$ cat config.mk
export PLATFORM = sky130hd
export DESIGN_NAME = id_stage_ctrl
export DESIGN_NICKNAME = d
export VERILOG_FILES = /design/src/rtl/id_stage_ctrl.sv
export SDC_FILE = /design/constraint.sdc
export NUM_CORES = 1
export LEC_CHECK = 0
export CORE_UTILIZATION = 36
export CTS_CLUSTER_SIZE = 24
export DETAILED_ROUTE_END_ITERATION = 12
export PLACE_DENSITY = 0.84
export SKIP_CTS_REPAIR_TIMING = 1
export SYNTH_ARGS = -nofsm -noshare
export SYNTH_HDL_FRONTEND = slang
export SYNTH_SLANG_ARGS = --single-unit
$ cat constraint.sdc
create_clock -name clk -period 1.95 [get_ports clk]
set_input_delay 0.4875 -clock clk [delete_from_list [all_inputs] [get_ports clk]]
set_output_delay 0.4875 -clock clk [all_outputs]
set_load 0.01 [all_outputs]
$ cat src/rtl/id_stage_ctrl.sv
// Decode-stage controller: drives the immediate-generator select from the
// opcode in ID, owns the ID/EX pipeline register, runs the fetch/execute
// valid-ready handshakes, and inserts load-use bubbles and branch flushes.
module id_stage_ctrl #(
    parameter int XLEN             = 64,
    parameter int LOAD_USE_BUBBLES = 1   // legal range 1..3
) (
    input  logic            clk,
    input  logic            rst_n,
    input  logic            ValidD,
    input  logic [31:0]     InstrD,
    input  logic [XLEN-1:0] PCD,
    output logic            ReadyD,
    output logic [2:0]      ImmSrc,
    input  logic [XLEN-1:0] ImmExt,
    input  logic            ReadyE,
    input  logic            FlushE,
    output logic            ValidE,
    output logic [31:0]     InstrE,
    output logic [XLEN-1:0] PCE,
    output logic [XLEN-1:0] ImmExtE,
    output logic            IllegalE
);

    localparam logic [6:0] OPC_LOAD      = 7'b0000011;
    localparam logic [6:0] OPC_OP_IMM    = 7'b0010011;
    localparam logic [6:0] OPC_AUIPC     = 7'b0010111;
    localparam logic [6:0] OPC_OP_IMM_32 = 7'b0011011;
    localparam logic [6:0] OPC_STORE     = 7'b0100011;
    localparam logic [6:0] OPC_OP        = 7'b0110011;
    localparam logic [6:0] OPC_LUI       = 7'b0110111;
    localparam logic [6:0] OPC_OP_32     = 7'b0111011;
    localparam logic [6:0] OPC_BRANCH    = 7'b1100011;
    localparam logic [6:0] OPC_JALR      = 7'b1100111;
    localparam logic [6:0] OPC_JAL       = 7'b1101111;

    localparam logic [31:0] NOP_INSTR = 32'h0000_0013;

    // Two bits are enough for the largest legal bubble count minus one.
    localparam int CNT_W = 2;

    typedef enum logic {
        RUN    = 1'b0,
        BUBBLE = 1'b1
    } state_t;

    state_t           state, next_state;
    logic [CNT_W-1:0] count, next_count;

    logic illegal_d;
    logic use_rs1;
    logic use_rs2;
    logic zero_imm;
    logic hz;
    logic adv;
    logic load_e;
    logic kill_e;

    // funct3/funct7 do not influence any decision made in ID.
    logic unused_instr_bits;
    assign unused_instr_bits = ^{InstrD[31:25], InstrD[14:12]};

    // Opcode decode: immediate select, illegal flag and source-register use.
    // NOTE: every always_comb output gets a default first so no path leaves it unassigned (no latch).
    always_comb begin
        ImmSrc    = 3'b111;
        illegal_d = 1'b1;
        use_rs1   = 1'b0;
        use_rs2   = 1'b0;
        zero_imm  = 1'b0;
        case (InstrD[6:0])
            OPC_OP_IMM, OPC_OP_IMM_32, OPC_LOAD, OPC_JALR: begin
                ImmSrc    = 3'b000;
                illegal_d = 1'b0;
                use_rs1   = 1'b1;
            end
            OPC_STORE: begin
                ImmSrc    = 3'b001;
                illegal_d = 1'b0;
                use_rs1   = 1'b1;
                use_rs2   = 1'b1;
            end
            OPC_BRANCH: begin
                ImmSrc    = 3'b010;
                illegal_d = 1'b0;
                use_rs1   = 1'b1;
                use_rs2   = 1'b1;
            end
            OPC_LUI, OPC_AUIPC: begin
                ImmSrc    = 3'b011;
                illegal_d = 1'b0;
            end
            OPC_JAL: begin
                ImmSrc    = 3'b100;
                illegal_d = 1'b0;
            end
            OPC_OP, OPC_OP_32: begin
                ImmSrc    = 3'b000;
                illegal_d = 1'b0;
                use_rs1   = 1'b1;
                use_rs2   = 1'b1;
                zero_imm  = 1'b1;
            end
            default: begin
                ImmSrc    = 3'b111;
                illegal_d = 1'b1;
            end
        endcase
    end

    // Load-use hazard looks only at registered EX contents, so a bubble
    // (ValidE=0) can never re-trigger it.
    assign hz = ValidD && ValidE
             && (InstrE[6:0] == OPC_LOAD)
             && (InstrE[11:7] != 5'd0)
             && ((use_rs1 && (InstrD[19:15] == InstrE[11:7]))
              || (use_rs2 && (InstrD[24:20] == InstrE[11:7])));

    // The ID/EX register may be overwritten when EX drains it or it is empty.
    assign adv = ReadyE || !ValidE;

    // Control state register and bubble counter.
    // NOTE: sequential state uses non-blocking assignments so every flop samples pre-edge values.
    always_ff @(posedge clk or negedge rst_n) begin
        if (!rst_n) begin
            state <= RUN;
            count <= '0;
        end else begin
            state <= next_state;
            count <= next_count;
        end
    end

    // Next-state logic and handshake: flush beats hazard beats normal advance.
    always_comb begin
        next_state = state;
        next_count = count;
        ReadyD     = 1'b0;
        load_e     = 1'b0;
        kill_e     = 1'b0;
        case (state)
            RUN: begin
                if (FlushE) begin
                    kill_e = 1'b1;
                    ReadyD = 1'b1;
                end else if (adv && hz) begin
                    kill_e = 1'b1;
                    if (LOAD_USE_BUBBLES > 1) begin
                        next_count = CNT_W'(LOAD_USE_BUBBLES - 1);
                        next_state = BUBBLE;
                    end
                end else if (adv) begin
                    load_e = 1'b1;
                    ReadyD = 1'b1;
                end
            end
            BUBBLE: begin
                kill_e = 1'b1;
                if (FlushE) begin
                    next_count = '0;
                    next_state = RUN;
                    ReadyD     = 1'b1;
                end else begin
                    next_count = count - CNT_W'(1);
                    if (count == CNT_W'(1)) begin
                        next_state = RUN;
                    end
                end
            end
            default: begin
                next_state = RUN;
                next_count = '0;
            end
        endcase
    end

    // ID/EX pipeline register; OP/OP-32 carry no immediate, so store zero.
    always_ff @(posedge clk or negedge rst_n) begin
        if (!rst_n) begin
            ValidE   <= 1'b0;
            InstrE   <= NOP_INSTR;
            PCE      <= '0;
            ImmExtE  <= '0;
            IllegalE <= 1'b0;
        end else if (kill_e) begin
            ValidE   <= 1'b0;
        end else if (load_e) begin
            ValidE   <= ValidD;
            InstrE   <= InstrD;
            PCE      <= PCD;
            ImmExtE  <= zero_imm ? '0 : ImmExt;
            IllegalE <= illegal_d;
        end
    end

endmodule

==> results of run 1 <==
## state kept, by name, summed over array words and instances, names as in the netlist
signal,flops
ValidE,1
PCE,64
state,1
InstrE,32
ImmExtE,64
IllegalE,1
count,2
## per-stage QoR
step	area, µm²	hold slack, ns	power (W)
floorplan	6670	0.192	0.00497
CTS	11200	0.00382	0.00995
finish	12000	0.00688	0.0102
global route	12000	0.0184	0.0106
global placement	10600	0.454	0.00645
detailed placement	10600	0.459	0.00652
## cells by family after synthesis
| logic type | count (synthesis) | synth area share (%) |
|---|---|---|
| AOI/OAI and AO/OA | 81 | 10.9 |
| xor gates and xnor gates | 10 | 1.35 |
| adders and majority gates | 1 | 0.193 |
| buffers and inverters | 29 | 3.69 |
| DFF | 165 | 63.8 |
| muxes | 95 | 16.5 |
| and+or+nand+nor | 43 | 3.59 |
## routing by layer
metal	vias up	wire, µm	GRT usage (%)
met1	2667	9210	24.8
li1	2363	-	-
met4	0	663	9.44
met2	214	11800	37.1
met5	-	0	0
met3	43	1300	5.63
## path summary, 6_finish.rpt
| path | endpoint | from | slack (ns) |
|---|---|---|---|
| max in group asynchronous | InstrE[1] | rst_n | 1.30 |
| worst min-delay path | PCE[6] | rst_n | 0.007 |
| worst max-delay path | ReadyD | InstrE[9] | -0.57 |
| worst min register to register | count[0] | count[0] | 0.49 |
| min in group clk | InstrE[0] | InstrD[0] | 0.38 |
| worst max register to register | InstrE[29] | InstrE[9] | -0.51 |
## power by group through the flow
stage | combinational [W] | sequential, W | clock, W
after floorplan | 0.000664 | 0.00430 | 0
after global placement | 0.00236 | 0.00409 | 0
after global routing | 0.00286 | 0.00413 | 0.00362
after CTS | 0.00242 | 0.00406 | 0.00347
final | 0.00271 | 0.00409 | 0.00343
after detailed placement | 0.00240 | 0.00412 | 0
## worst max-delay path, stage by stage, from the launching register on
cell      delay (ns)
dfrtp_1         0.42
xnor2_2         0.23
nand3_2         0.20
o41ai_4         0.28
o211ai_2        0.17
a21o_1          0.20
buf_6           0.12
## Yosys cell counts
cell      count  share of area [%]
inv_1         4               0.23
a22o_1       64                8.6
mux2_1       35                6.1
o22ai_1       1              0.097
a21o_1        1               0.12
buf_2         8               0.62
nor2_8        1               0.31
ha_1          1               0.19
o211a_4       1               0.27
o31ai_1       3               0.35
nor4_1        1              0.097
or3_1         2               0.19
mux2i_1       1               0.15
and4bb_2      1               0.19
and3_1        1              0.097
buf_6        15                2.6
xnor2_1       6               0.81
buf_4         2               0.23
xor2_1        4               0.54
nor2_1        7               0.41
and2_1        1              0.097
o211ai_2      1               0.19
o21ai_0       5               0.39
nand2_2       1              0.097
dfstp_2       3                1.2
nor2b_1       2               0.19
a32oi_1       1               0.14
nand3b_1      1               0.12
nand2b_1      2               0.19
dfrtp_1     162                 63
nand4_1       3               0.29
o41ai_4       1               0.42
nor3_1        5               0.39
nand3_1       3               0.23
o311a_1       1               0.15
a21oi_1       2               0.15
nand2_1      12               0.69
mux2_2       59                 10
## area by class of cell
type	instances	area, µm²
Fill cell	1165	5370
Timing Repair Buffer	408	4450
Sequential cell	165	4140
Multi-Input combinational cell	230	2570
Clock buffer	17	425
Tap cell	225	282
Clock inverter	15	168
Inverter	4	15.0
==> qor.csv, run 1 <==
metric,value,unit
grt_antenna_before_repair,0,
critPathRequiredTime,1.46,ns
layout_common_cells,"clkdlybuf4s50_1, dfrtp_1, mux2_4, a22o_1, buf_4",
synth-seq-cells,165,
synthCells,424,
finalSetupTns,-57.68,ns
power_density,850,mW/mm²
hold_viol_final,0,
pin_count,331,
yosysWarnings,0,
p_seq_share,40.0,%
drt_iter0_drc,187,
drive_above_1_share,29.3,%
p_comb_share,26.5,%
synth_area_per_cell,15.3,µm²
dr.pass1.iters,4,
r2r_cells,9,
max_freq,397,MHz
dp_slack,-1.23,ns
vias,5287,
post-route-min-period,2.52,ns
cts_made_buffers,17,
drc,0,
final_common_cell,clkdlybuf4s50_1,
utilization,69.2,%
synth_area,0.00648,mm²
syn_to_final_growth,85.9,%
ant_nets,0,
core.rowCount,48,
finalClockSkew,0.0153,ns
peakVddDrop,690,µV
leakagePower,5.55,nW
cts_tree,done,
start_util,37.2,%
grt_overflow,0,
routed_wl,23.0,mm
cts_max_level,4,
clockBufferDepth,2,
setup_ws,-0.569,ns
violations,setup timing,
power.switching,0.00275,W
setup_viol,161,
status,"finished, violations left",
grt_pass1_vias,5322,
insertion_delay,0.43,ns
dieArea,0.0185,mm²
synth_cell_types,38,
finalMaxSlewViolations,0,
hold_path.class,in2async,
grt_max_degree,46,
instances_no_fill,1064,
gp_congestion,0.799,
core,0.0174,mm²
n_antenna_cell,0,
worstPathMaxFanout,2,
dp_cells,1009,
grt_pass1_wl,29.7,mm
grt_usage,21.4,%
drv_cap,0,
wl_per_cell,21.6,µm
crit_path_end_kind,output port,
worstPathArrival,2.03,ns
die_y,136,µm
rsz0062_at_grt,true,
nNetsFinal,992,
dp_hpwl,15.3,mm
max_slew_margin,68.1,%
fin_crit_sh,129,%
post_drt_via_cell_ratio,4.97,
io_buffer_count,330,
clock_power_share,33.5,%
clk_pin_slew,0.07,ns
die_x,136,µm
cp-start-kind,flop,
clock-root-buffer,clkbuf_16,
syn-num-nets,590,
critPathKind,reg2out,
worst_pin_slew,0.479,ns
p_sw_share,26.9,%
yosysSeqAreaShare,63.8,%
p_int,0.00749,W
cts.sinks,165,
Note: power is estimated with default switching activity, not from simulation.
==> run 2: changes to the inputs <==
Settings changed: ABC_AREA set to 1, CORE_UTILIZATION 36 to 39, PLACE_DENSITY 0.84 to 0.85, REMOVE_ABC_BUFFERS set to 1.
==> run 2 against run 1 <==
Total power is 1.3% lower. Design area rose by 11%. Highest routed layer unchanged. Clock power decreased by 5.8%. The run still ends with setup timing left.
==> qor.csv, run 2 <==
metric,value,unit,change
cts.sinks,165,,unchanged
critPathRequiredTime,2.29,ns,+0.83 ns
peakVddDrop,581,µV,-16%
start_util,40.4,%,+3.2 points
finalSetupTns,-38.71,ns,+18.97 ns
vias,8452,,+60%
grt_util_met2,40.7,%,+3.7 points
multi_input_area,0.00323,mm²,+25%
timing.rr.end,InstrE[31],,
use_met3,7.37,%,+1.7 points
core.rowCount,50,,+4.2%
ys.flop_type,dfrtp_1,,
synth_most_common_cell,nand2_1,,
setup_viol,166,,+3.1%
async_flop_share,100,%,unchanged
r2r_cells,14,,+5
synth_cell_types,24,,-37%
ys_top_cells_by_area,"dfrtp_1, nand2_1, nand4_1",,
cts_made_buffers,17,,unchanged
post-route-min-period,2.26,ns,-0.256 ns
hold_end,InstrE[4],,
grt_pass1_wl,38.4,mm,+29%
synth_top_cell_area_share,52.9,%,-9.6 points
clockBufferDepth,2,,unchanged
synth-seq-cells,165,,unchanged
synth_area_per_cell,8.17,µm²,-47%
finalMaxSlewViolations,0,,unchanged
yosys-top-cells-count,"nand2_1, nand4_1, dfrtp_1",,
max_freq,442,MHz,+11%
max_slew_margin,65.2,%,-2.9 points
cts_max_level,4,,unchanged
worst_pin_slew,0.522,ns,+0.0433 ns
total_power,0.0101,W,-1.3%
synth_mux_area_share,0,%,-16 points
yosysWarnings,0,,unchanged
synth-simple-area-share,35.2,%,+32 points
pin_count,331,,unchanged
crit_path_end_kind,flop,,
nNetsFinal,1477,,+49%
dieArea,0.0202,mm²,+8.9%
use_met1,28.0,%,+3.2 points
regToRegStartpoint,InstrE[8],,
hold_viol_final,0,,unchanged
routed_wl,29.9,mm,+30%
critPathKind,reg2reg,,
core,0.0190,mm²,+8.8%
post_drt_via_cell_ratio,5.33,,+7.3%
hold_depth,3,,
drc,0,,unchanged
yosysSeqAreaShare,54.0,%,-9.8 points
grt_pass1_vias,7590,,+43%
drt_iter0_drc,573,,+210%
clk_pin_slew,0.07,ns,about the same
insertion_delay,0.42,ns,about the same
synthCells,937,,+120%
status,"finished, violations left",,
final_common_cell,clkdlybuf4s50_1,,
synth-compound-area-share,0.474,%,-10 points
nFillCells,1359,,+17%
violations,setup timing,,
clock-root-buffer,clkbuf_16,,
synth_area,0.00766,mm²,+18%
die_x,142,µm,+4.4%
drv_cap,0,,unchanged
worstPathMaxFanout,6,,+4
setup_ws,-0.312,ns,+0.256 ns
die_y,142,µm,+4.4%
gp_congestion,0.921,,+15%
grt_overflow,0,,unchanged
yosysTopAreaCell,dfrtp_1,,
drive_above_1_share,21.6,%,-7.7 points
grt_usage,24.1,%,+2.7 points
instances_no_fill,1585,,+49%
dp_hpwl,17.4,mm,+13%
dp_cells,1506,,+49%
grt_antenna_before_repair,1,,+1
leakagePower,6.68,nW,+20%
rsz0062_at_grt,true,,
synth_adder_area_share,0.163,%,-0.030 points
ff_latch_area,0.00413,mm²,about the same
top_usage_layer,met2,,
worstPathArrival,2.61,ns,+0.58 ns
io_buffer_count,330,,unchanged
fin_crit_sh,116,%,-13 points
hold_path.class,in2reg,,
finalClockSkew,0.0141,ns,-0.00122 ns
largestRegisters,"ImmExtE: 64 flops, PCE: 64 flops, InstrE: 32 flops",,
layout_common_cells,"clkdlybuf4s50_1, nand2_1, nand4_1, dfrtp_1, nand2_2",,
synth_edf_count,0,,unchanged
cts_tree,done,,
grt_max_degree,85,,+85%
min_from,InstrD[4],,
reg2reg_slack,-0.31,ns,+0.20 ns
ant_nets,0,,unchanged
synth_top_family_by_area,simple AND/OR/NAND/NOR gates,,
syn_to_final_growth,74.4,%,
wl_per_cell,18.9,µm,-13%
dr.pass1.iters,6,,+2
cp-start-kind,flop,,
power_density,756,mW/mm²,-11%
synth_xor_area_share,1.14,%,-0.21 points
[run 2: cell families after synthesis]
kind of cell,Yosys count
AO/OA/AOI/OAI,7
AND/OR/NAND/NOR,600
XOR/XNOR,10
adder cells (fa/ha/maj),1
flip-flops,165
buffers and inverters,154
[run 2: stage by stage]
step / setup WS (ns) / utilization [%] / cell area [µm²] / hold WS, ns
after detailed placement: -1.02 / 60.8 / 11500 / 0.398
final: -0.312 / 70.4 / 13400 / 0.359
after floorplan: -8.12 / - / 7250 / 0.192
after global routing: -0.427 / 70.4 / 13400 / 0.356
after global placement: -0.925 / 60.8 / 11500 / 0.400
after CTS: -1.03 / 63.7 / 12100 / -0.0641
[run 2: per-layer routing]
metal | wire, µm | up-vias
li1 | - | 3815
met1 | 11300 | 4064
met2 | 14800 | 471
met3 | 2630 | 102
met4 | 1130 | 0
met5 | 0 | -
[run 2: where the power goes]
part	switching [W]	internal [W]
sequential	0.000290	0.00382
combinational	0.00122	0.00154
clock	0.00153	0.00171
total	0.00304	0.00707
[run 2: final cells by class]
class | instances | area share (%)
repair buffers | 432 | 36.1
flip-flops and latches | 165 | 31.0
multi-input cells | 618 | 24.2
clock buffers | 19 | 3.32
well taps | 260 | 2.44
inverters | 77 | 2.18
clock inverters | 13 | 0.871
diodes | 1 | 0.0187
[run 2: worst max-delay path by stage]
stage / to / slack, ns / cells past startpoint / startpoint
floorplan: IllegalE / -8.12 / 5 / ReadyE
global placement: ReadyD / -0.92 / 12 / InstrD[2]
detailed placement: ImmSrc[1] / -1.02 / 12 / InstrD[0]
CTS: ImmSrc[1] / -1.03 / 12 / InstrD[0]
global route: InstrE[31] / -0.43 / 14 / InstrE[8]
finish: InstrE[31] / -0.31 / 14 / InstrE[8]
[run 2: worst max-delay path: stages, from the launching register on]
cell       delay, ns
dfrtp_1         0.45
xnor2_1         0.18
nand3_1         0.11
nor2_2          0.15
nand2_1         0.08
nand2_2         0.09
nand2_4         0.07
buf_4           0.14
buf_6           0.11
buf_12          0.13
nand3_4         0.17
clkbuf_16       0.21
clkbuf_16       0.14
nand2_1         0.06
nand2_1         0.09
